`src/rtl/palette_engine.sv`:
```
// Two-stage palette lookup for a VGA pixel stream, with a per-frame hit-flash that lightens colours.
// Latency 2 cycles, one pixel per cycle; no backpressure, the pipeline never stalls.
module palette_engine #(
    parameter int CW           = 4,
    parameter int IDX_W        = 3,
    parameter int FLASH_FRAMES = 6
) (
    input  logic              clk,
    input  logic              rst_n,
    input  logic              color_mode,
    input  logic [IDX_W-1:0]  color_idx,
    input  logic              pix_valid,
    input  logic              wr_en,
    input  logic [IDX_W-1:0]  wr_idx,
    input  logic [3*CW-1:0]   wr_rgb,
    input  logic              flash_start,
    input  logic              frame_tick,
    output logic [CW-1:0]     red,
    output logic [CW-1:0]     green,
    output logic [CW-1:0]     blue,
    output logic              out_valid,
    output logic              flash_active
);

    localparam int            DEPTH      = 2**IDX_W;
    localparam logic [CW-1:0] C_Z        = '0;
    localparam logic [CW-1:0] C_F        = '1;
    localparam logic [CW-1:0] C_A        = CW'(10) << (CW - 4);
    localparam logic [CW-1:0] C_GRAY     = CW'(1) << (CW - 1);
    localparam logic [7:0]    FLASH_LOAD = 8'(FLASH_FRAMES);

    // Defaults are authored at 4 bits; the all-ones nibble stays MSB-aligned for wider channels.
    function automatic logic [CW-1:0] nib_f();
        return CW'(15) << (CW - 4);
    endfunction

    function automatic logic [3*CW-1:0] pal_default(input int i);
        case (i)
            0:       return {C_Z,     nib_f(), C_Z};
            1:       return {nib_f(), C_Z,     C_Z};
            2:       return {nib_f(), nib_f(), C_Z};
            3:       return {C_Z,     C_Z,     nib_f()};
            4:       return {nib_f(), C_A,     C_Z};
            default: return {nib_f(), nib_f(), nib_f()};
        endcase
    endfunction

    // Halfway toward full scale; (C_F - c) >> 1 keeps the sum within CW bits.
    function automatic logic [CW-1:0] lighten(input logic [CW-1:0] c);
        return c + ((C_F - c) >> 1);
    endfunction

    logic [3*CW-1:0]  pal [DEPTH];
    logic             s1_vld;
    logic             s1_mode;
    logic [IDX_W-1:0] s1_idx;
    logic [7:0]       flash_cnt;
    logic [3*CW-1:0]  looked;
    logic [CW-1:0]    nxt_r, nxt_g, nxt_b;

    always_ff @(posedge clk or negedge rst_n) begin
        if (!rst_n) begin
            for (int i = 0; i < DEPTH; i++) pal[i] <= pal_default(i);
        end else if (wr_en) begin
            pal[wr_idx] <= wr_rgb;
        end
    end

    always_ff @(posedge clk or negedge rst_n) begin
        if (!rst_n) begin
            s1_vld  <= 1'b0;
            s1_mode <= 1'b0;
            s1_idx  <= '0;
        end else begin
            s1_vld  <= pix_valid;
            s1_mode <= color_mode;
            s1_idx  <= color_idx;
        end
    end

    always_ff @(posedge clk or negedge rst_n) begin
        if (!rst_n) begin
            flash_cnt <= '0;
        end else if (flash_start) begin
            flash_cnt <= FLASH_LOAD;
        end else if (frame_tick && flash_cnt != 8'd0) begin
            flash_cnt <= flash_cnt - 8'd1;
        end
    end

    assign flash_active = (flash_cnt != 8'd0);

    // Write-first: a write landing on the entry being read this cycle is seen immediately.
    assign looked = (wr_en && wr_idx == s1_idx) ? wr_rgb : pal[s1_idx];

    always_comb begin
        nxt_r = '0;
        nxt_g = '0;
        nxt_b = '0;
        if (s1_vld) begin
            if (!s1_mode) begin
                if (s1_idx == IDX_W'(0)) begin
                    nxt_r = C_Z;    nxt_g = C_Z;    nxt_b = C_Z;
                end else if (s1_idx == IDX_W'(2)) begin
                    nxt_r = C_GRAY; nxt_g = C_GRAY; nxt_b = C_GRAY;
                end else begin
                    nxt_r = C_F;    nxt_g = C_F;    nxt_b = C_F;
                end
            end else begin
                nxt_r = looked[3*CW-1:2*CW];
                nxt_g = looked[2*CW-1:CW];
                nxt_b = looked[CW-1:0];
                if (flash_active) begin
                    nxt_r = lighten(nxt_r);
                    nxt_g = lighten(nxt_g);
                    nxt_b = lighten(nxt_b);
                end
            end
        end
    end

    always_ff @(posedge clk or negedge rst_n) begin
        if (!rst_n) begin
            red       <= '0;
            green     <= '0;
            blue      <= '0;
            out_valid <= 1'b0;
        end else begin
            red       <= nxt_r;
            green     <= nxt_g;
            blue      <= nxt_b;
            out_valid <= s1_vld;
        end
    end

endmodule
```
`config.mk`:
```
export PLATFORM = sky130hd
export DESIGN_NAME = palette_engine
export DESIGN_NICKNAME = d
export VERILOG_FILES = /design/src/rtl/palette_engine.sv
export SDC_FILE = /design/constraint.sdc
export NUM_CORES = 1
export LEC_CHECK = 0
export CAP_MARGIN = 20
export CORE_MARGIN = 2
export CORE_UTILIZATION = 52
export DETAILED_ROUTE_END_ITERATION = 10
export PLACE_DENSITY = 0.72
export SYNTH_ARGS = -nofsm -noshare
export SYNTH_HDL_FRONTEND = slang
export SYNTH_SLANG_ARGS = --single-unit
```
`constraint.sdc`:
```
create_clock -name clk -period 4.3 [get_ports clk]
set_clock_uncertainty 0.1 [all_clocks]
set_input_delay 0.645 -clock clk [delete_from_list [all_inputs] [get_ports clk]]
set_output_delay 0.645 -clock clk [all_outputs]
set_load 0.02 [all_outputs]
```
# Word-level counts from Yosys, hierarchy flattened
# Cells that the tools add are included.
[word_totals]
regBits = 122
input_bits = 25
output_inout_bits = 14
[op_classes]
addsub = 7
order_cmp = 3
eq_ne = 2
muxes = 20
bitwise = 2
n_reduce_logical = 6
[op_table]
columns = ["cell", "n"]
rows = [
  ["$bwmux 96", 1],
  ["$mux 12", 4],
  ["$mux 4", 10],
  ["$bmux 12 s3", 1],
  ["$demux 12 s3", 1],
  ["$mux 8", 2],
  ["$add 4x3->4", 3],
  ["$sub 4x4->4 const A", 3],
  ["$ge 4x4->1 const B", 2],
  ["$not 3->4", 2],
  ["$reduce_bool 8->1", 1],
  ["$sub 8x1->8 const B", 1],
  ["$lt 4x1->1 const B", 1],
  ["$eq 3x2->1 const B", 1],
  ["$eq 3x3->1", 1],
  ["$logic_and 1x1->1", 3],
  ["$logic_not 3->1", 1],
  ["$mux 3", 1],
  ["$reduce_bool 2->1", 1],
]

# Longest topological paths before layout
[logic_depth]
word_depth = 10
depth_mapped = 13
depth_no_buf = 10

# Worst setup path before layout
# No wires, ideal clock.
[synth_timing]
path_type = "input -> register"
start = "input port wr_idx[1]"
end = "register blue[2]"
setup_ps = 76
arrival_ps = 2683
required_time_ps = 4124
path_slack_ps = 1441
cell_stages = 10
n_path_buf = 1
cell_sequence = "clkbuf_1 -> xnor2_1 -> nand4_4 -> mux2i_1 -> ha_1 -> ha_1 -> inv_1 -> and4b_1 -> a221o_1 -> o21ai_1"
[synth_via]
elab_chain_cells = 8
[synth_lines]
columns = ["item", "line_no", "rtl"]
rows = [
  ["start, declared", "14", "input logic [IDX_W-1:0] wr_idx,"],
  ["$eq 3x3->1 (*)", "94", "assign looked = (wr_en && wr_idx == s1_idx) ? wr_rgb : pal[s1_idx];"],
  ["$logic_and 1x1->1 (*)", "94", ""],
  ["$mux 12 (*)", "94", ""],
  ["$sub 4x4->4", "50", "return c + ((C_F - c) >> 1);"],
  ["$add 4x3->4", "50", ""],
  ["$mux 4 (*)", "113", "if (flash_active) begin"],
  ["$mux 4 (*)", "101", "if (!s1_mode) begin"],
  ["$mux 4 (*)", "100", "if (s1_vld) begin"],
  ["net nxt_b[2]", "59", "logic [CW-1:0] nxt_r, nxt_g, nxt_b;"],
  ["end signal, assigned", "131", "blue <= nxt_b;"],
  ["end, declared", "20", "output logic [CW-1:0] blue,"],
]
# Mark *: on every way through the listed nets, which the timed path passes. The rest lies on a longest branch.
# A chain may end at the register's enable or synchronous reset.

# Worst setup path in the final report
[layout_timing]
start = "register s1_idx[0]"
end = "register blue[2]"
[layout_via]
elab_chain_cells = 10
word_cells_on_any_way = 16
[layout_lines]
columns = ["item", "line_no", "rtl"]
rows = [
  ["start, declared", "56", "logic [IDX_W-1:0] s1_idx;"],
  ["start signal, assigned", "77", "s1_idx <= color_idx;"],
  ["$not 3->4 (not written as such)", "94", ""],
  ["$bmux 12 s3", "94", ""],
  ["$mux 12 (not written as such) (2 in series)", "94", ""],
  ["$mux 12", "94", ""],
  ["$sub 4x4->4", "50", ""],
  ["$add 4x3->4", "50", ""],
  ["$mux 4", "113", ""],
  ["$mux 4 (*)", "101", ""],
  ["$mux 4 (*)", "100", ""],
  ["net nxt_b[2]", "59", ""],
]
# Mark *: on every way through the listed nets, which the timed path passes. The rest lies on a longest branch. The select of a mux whose other input is x is not followed.

==> impl_metrics.csv <==
group,metric,value,unit
floorplanning,die_w,111,microns
floorplanning,core_area,0.0113,sq mm
critical_path,critical-path-max-stage-delay,740,ps
sta,max_slew_margin,0.343,
synthesis,synth.distinct_cells,46,
critical_path,cp-end-kind,"flip-flop",
synthesis,synth_area_leaders,"sky130_fd_sc_hd__dfstp_2 (27%), sky130_fd_sc_hd__dfrtp_1 (25%), sky130_fd_sc_hd__mux2_2 (21%), sky130_fd_sc_hd__mux4_2 (9.5%), sky130_fd_sc_hd__ha_1 (1.5%)",
sta,setup_total_neg_slack,0,ps
global_route,busiest_layer,"met2",
critical_path,critPathKind,"flip-flop to flip-flop",
global_route,groute.layer.met2.usage,0.337,
synthesis,yosys_warnings,0,
place,numPortBuffers,38,
critical_path,critical_path.max_fanout,17,
detailed_routing,detail_route.wl_per_cell,20.0,microns
detailed_routing,routed_via_density,5.82,
global_route,track_usage,0.219,
pwr,power.static_leakage,2.87,nW
outcome,outcome,"complete, no violations",
critical_path,cp.required,4540,ps
detailed_routing,routed-via-count,3580,
floorplanning,total_die_area,0.0123,sq mm
pwr,power_density,534,mW/mm^2
synthesis,synth_top_family_by_area,"multiplexers",
clocking,cts.root.buffer_cell,"sky130_fd_sc_hd__clkbuf_16",
synthesis,ys.flop_type,"sky130_fd_sc_hd__dfstp_2",
global_route,met1_demand_to_capacity_share_in_global_routing,0.301,
synthesis,ys_top_cells_by_count,"sky130_fd_sc_hd__mux2_2 (109), sky130_fd_sc_hd__dfstp_2 (62), sky130_fd_sc_hd__dfrtp_1 (60)",
clocking,hold_buffers,0,
sta,rsz0062_at_grt,"no",
critical_path,crit_path_start_kind,"flip-flop",
clocking,tritoncts_num_sinks,122,
floorplanning,top_level_ports,39,
layout,fin_util,0.629,
place,dp_hpwl,7.92,mm
layout,area.growth.synth_to_final,19.2,%
hold_path,timing.hold.worst.class,"input port to asynchronous set/reset pin",
pwr,p_int,0.00283,W
critical_path,timing.critical_path.mode_cell,"sky130_fd_sc_hd__ha_1",
global_route,global_route_track_usage_on_met3,0.0552,
sta,timing_worst_slew_pin_value,981,ps
synthesis,area_share_of_the_leading_cell_type_in_the_synthesized_netlist,0.274,
clocking,ctsLongestPathBuffers,2,
clocking,cts-htree-levels,4,
sta,fmax,287,MHz
clocking,clk_latency,420,ps
synthesis,synth_area,0.00595,sq mm
synthesis,yosys.area_share.adder,0.0147,
place,finalWeightedCongestion,0.788,
pwr,ir_worst_vdd,0.385,mV
synthesis,synth_area_leader_cell,"sky130_fd_sc_hd__dfstp_2",
layout,antenna_cells,0,
layout,final_cells,615,
floorplanning,dieHeight,111,microns
clocking,post_cts_resized,0,
synthesis,synth_simple_gate_area_frac,0.0547,
synthesis,seq_area_frac_synth,0.526,
sta,final_max_slew_viol_count,0,
synthesis,yosys-mux-area-fraction,0.322,
pwr,netSwitchingFraction,0.254,
layout,multiInputGateArea,0.00269,sq mm
critical_path,crit_arrival,3720,ps
clocking,clkTransAtPathRegs,50,ps
global_route,grt_max_degree,84,
clocking,numCtsBuffers,17,
global_route,grt_pass1_vias,3807,
global_route,grt_antenna_before_repair,0,
global_route,global_route.overflow_total,0,
sta,hold_violations,0,
detailed_routing,initial_drt_markers,280,
layout,fillers,829,
layout,finish.net_count,491,
pwr,seq_power_share,0.419,
place,placed_cells,583,
synthesis,async_reset_ff_frac,1.00,
synthesis,synth_compound_area_frac,0.0372,
critical_path,cp_slowest_cell,"sky130_fd_sc_hd__dfrtp_1",
sta,setup_viol_count_final,0,
sta,final_cycle_share,0.810,
synthesis,synth-edff-count,0,
detailed_routing,routed_wirelength,12.3,mm
detailed_routing,drt.antenna.violating_nets,0,
synthesis,postSynthCellCount,415,
detailed_routing,firstDrtPassIters,4,
detailed_routing,drcViolationCount,0,
synthesis,ys_seq_elements,122,
critical_path,crit_path_cell_trace,"buf_4 > xnor2_2 > nand4_4 > mux2i_1 > ha_1 > ha_1 > inv_1 > and4b_1 > a221o_1 > o21ai_1",
synthesis,xor_xnor_cell_area_share_of_the_yosys_netlist,0.0204,
synthesis,yosys.cell_count.top_type,"sky130_fd_sc_hd__mux2_2",
job,max_cap_violations,0,
floorplanning,placement_rows,39,
pwr,clock_power_share,0.365,
clocking,post_cts.repair.setup_buffers,0,
layout,final_layout_size_suffix_gt1_frac,0.530,
layout,seqCellArea,0.00313,sq mm
pwr,power.net_switching,0.000962,W
floorplanning,initial_utilization,0.528,
clocking,cts_tree,"built",
sta,layout_min_cycle_time,3480,ps
global_route,grt_first_pass_wirelength,20.7,mm
pwr,power.combinational.fraction,0.216,
synthesis,syn_nets,447,
synthesis,average_cell_area_after_synthesis,14.3,sq um
[metrics by stage]
step / total power (W) / setup slack (ps) / area (sq um) / hold WS, ps
global route: 0.00398 / 514 / 7090 / 145
global placement: 0.00236 / 735 / 6520 / 292
finish: 0.00379 / 818 / 7090 / 97.5
CTS: 0.00381 / 745 / 7090 / 118
detailed placement: 0.00241 / 539 / 6520 / 300
floorplan: 0.00215 / 1440 / 5950 / 249
[layer usage]
metal | up-vias | share of wire
met5 | - | 0
met4 | 0 | 0.020
met3 | 21 | 0.045
met2 | 89 | 0.48
met1 | 1849 | 0.46
li1 | 1621 | -
[final timing paths]
check	end	slack [ps]	depth (start not counted)	from
setup / recovery	blue[2]	820	10	s1_idx[0]
min in group clk	out_valid	310	0	s1_vld
hold / removal	red[2]	100	1	rst_n
hold reg to reg	out_valid	310	0	s1_vld
max in group asynchronous	pal[51]	3180	2	rst_n
setup reg to reg	blue[2]	820	10	s1_idx[0]
[layout make-up]
| cell class | instances | share of cell area |
|---|---|---|
| flip-flops and latches | 122 | 0.441 |
| well taps | 143 | 0.0252 |
| clock buffers | 25 | 0.0684 |
| inverters | 6 | 0.00317 |
| repair buffers | 52 | 0.0698 |
| multi-input cells | 260 | 0.379 |
| clock inverters | 7 | 0.0129 |
[worst max-delay path, delay by kind of cell, from the launching register on]
family | cells | cell delay, ps
XOR/XNOR | 1 | 160
flip-flops | 1 | 740
buffers and inverters | 2 | 420
multiplexers | 1 | 540
adder cells (fa/ha/maj) | 2 | 490
AO/OA/AOI/OAI | 2 | 390
AND/OR/NAND/NOR | 2 | 540
[cell families after synthesis]
group,Yosys count
muxes,144
DFF,122
and+or+nand+nor,62
AOI/OAI and AO/OA,34
buffers and inverters,33
xor gates and xnor gates,13
adders and majority gates,7
[state kept, by name, summed over array words and instances (netlist names)]
| signal | flops |
|---|---|
| green | 4 |
| out_valid | 1 |
| flash_cnt | 8 |
| pal | 96 |
| red | 4 |
| s1_mode | 1 |
| s1_vld | 1 |
| s1_idx | 3 |
| blue | 4 |
[power groups by stage]
stage	logic, W	clock network [W]	registers, W
6_report	0.000818	0.00138	0.00159
5_1_grt	0.000892	0.00147	0.00162
4_1_cts	0.000821	0.00140	0.00159
3_5_place_dp	0.000804	0	0.00160
3_3_place_gp	0.000776	0	0.00159
2_1_floorplan	0.000566	0	0.00159
[cell usage in the layout, fill, tap and decap left out, types with 2 or more instances in the layout]
| cell | netlist | layout |
|---|---|---|
| sky130_fd_sc_hd__inv_1 | 6 | 6 |
| sky130_fd_sc_hd__and3_1 | 2 | 2 |
| sky130_fd_sc_hd__ha_1 | 7 | 7 |
| sky130_fd_sc_hd__mux2i_2 | 3 | 3 |
| sky130_fd_sc_hd__clkbuf_8 | 0 | 3 |
| sky130_fd_sc_hd__o21ai_1 | 3 | 3 |
| sky130_fd_sc_hd__xnor2_1 | 8 | 8 |
| sky130_fd_sc_hd__mux2i_1 | 6 | 6 |
| sky130_fd_sc_hd__bufinv_16 | 0 | 2 |
| sky130_fd_sc_hd__nand2_1 | 14 | 14 |
| sky130_fd_sc_hd__a21oi_1 | 10 | 10 |
| sky130_fd_sc_hd__clkbuf_1 | 13 | 5 |
| sky130_fd_sc_hd__mux2_2 | 109 | 109 |
| sky130_fd_sc_hd__nor2_1 | 18 | 18 |
| sky130_fd_sc_hd__and2_1 | 2 | 2 |
| sky130_fd_sc_hd__mux4_2 | 25 | 25 |
| sky130_fd_sc_hd__a31oi_1 | 5 | 5 |
| sky130_fd_sc_hd__clkinv_2 | 0 | 3 |
| sky130_fd_sc_hd__nand3_1 | 6 | 6 |
| sky130_fd_sc_hd__buf_4 | 1 | 14 |
| sky130_fd_sc_hd__dfstp_2 | 62 | 62 |
| sky130_fd_sc_hd__nand2b_1 | 2 | 2 |
| sky130_fd_sc_hd__clkdlybuf4s50_1 | 0 | 37 |
| sky130_fd_sc_hd__dfrtp_1 | 60 | 60 |
| sky130_fd_sc_hd__o21ai_0 | 4 | 4 |
| sky130_fd_sc_hd__nand4b_1 | 3 | 3 |
| sky130_fd_sc_hd__nand4_1 | 2 | 2 |
| sky130_fd_sc_hd__o31ai_1 | 3 | 3 |
| sky130_fd_sc_hd__nor3_1 | 5 | 3 |
| sky130_fd_sc_hd__nor3_2 | 0 | 2 |
| sky130_fd_sc_hd__clkbuf_16 | 0 | 17 |
| sky130_fd_sc_hd__xor2_1 | 4 | 4 |
| sky130_fd_sc_hd__nor3b_2 | 0 | 2 |
(Power assumes the default switching activity.)
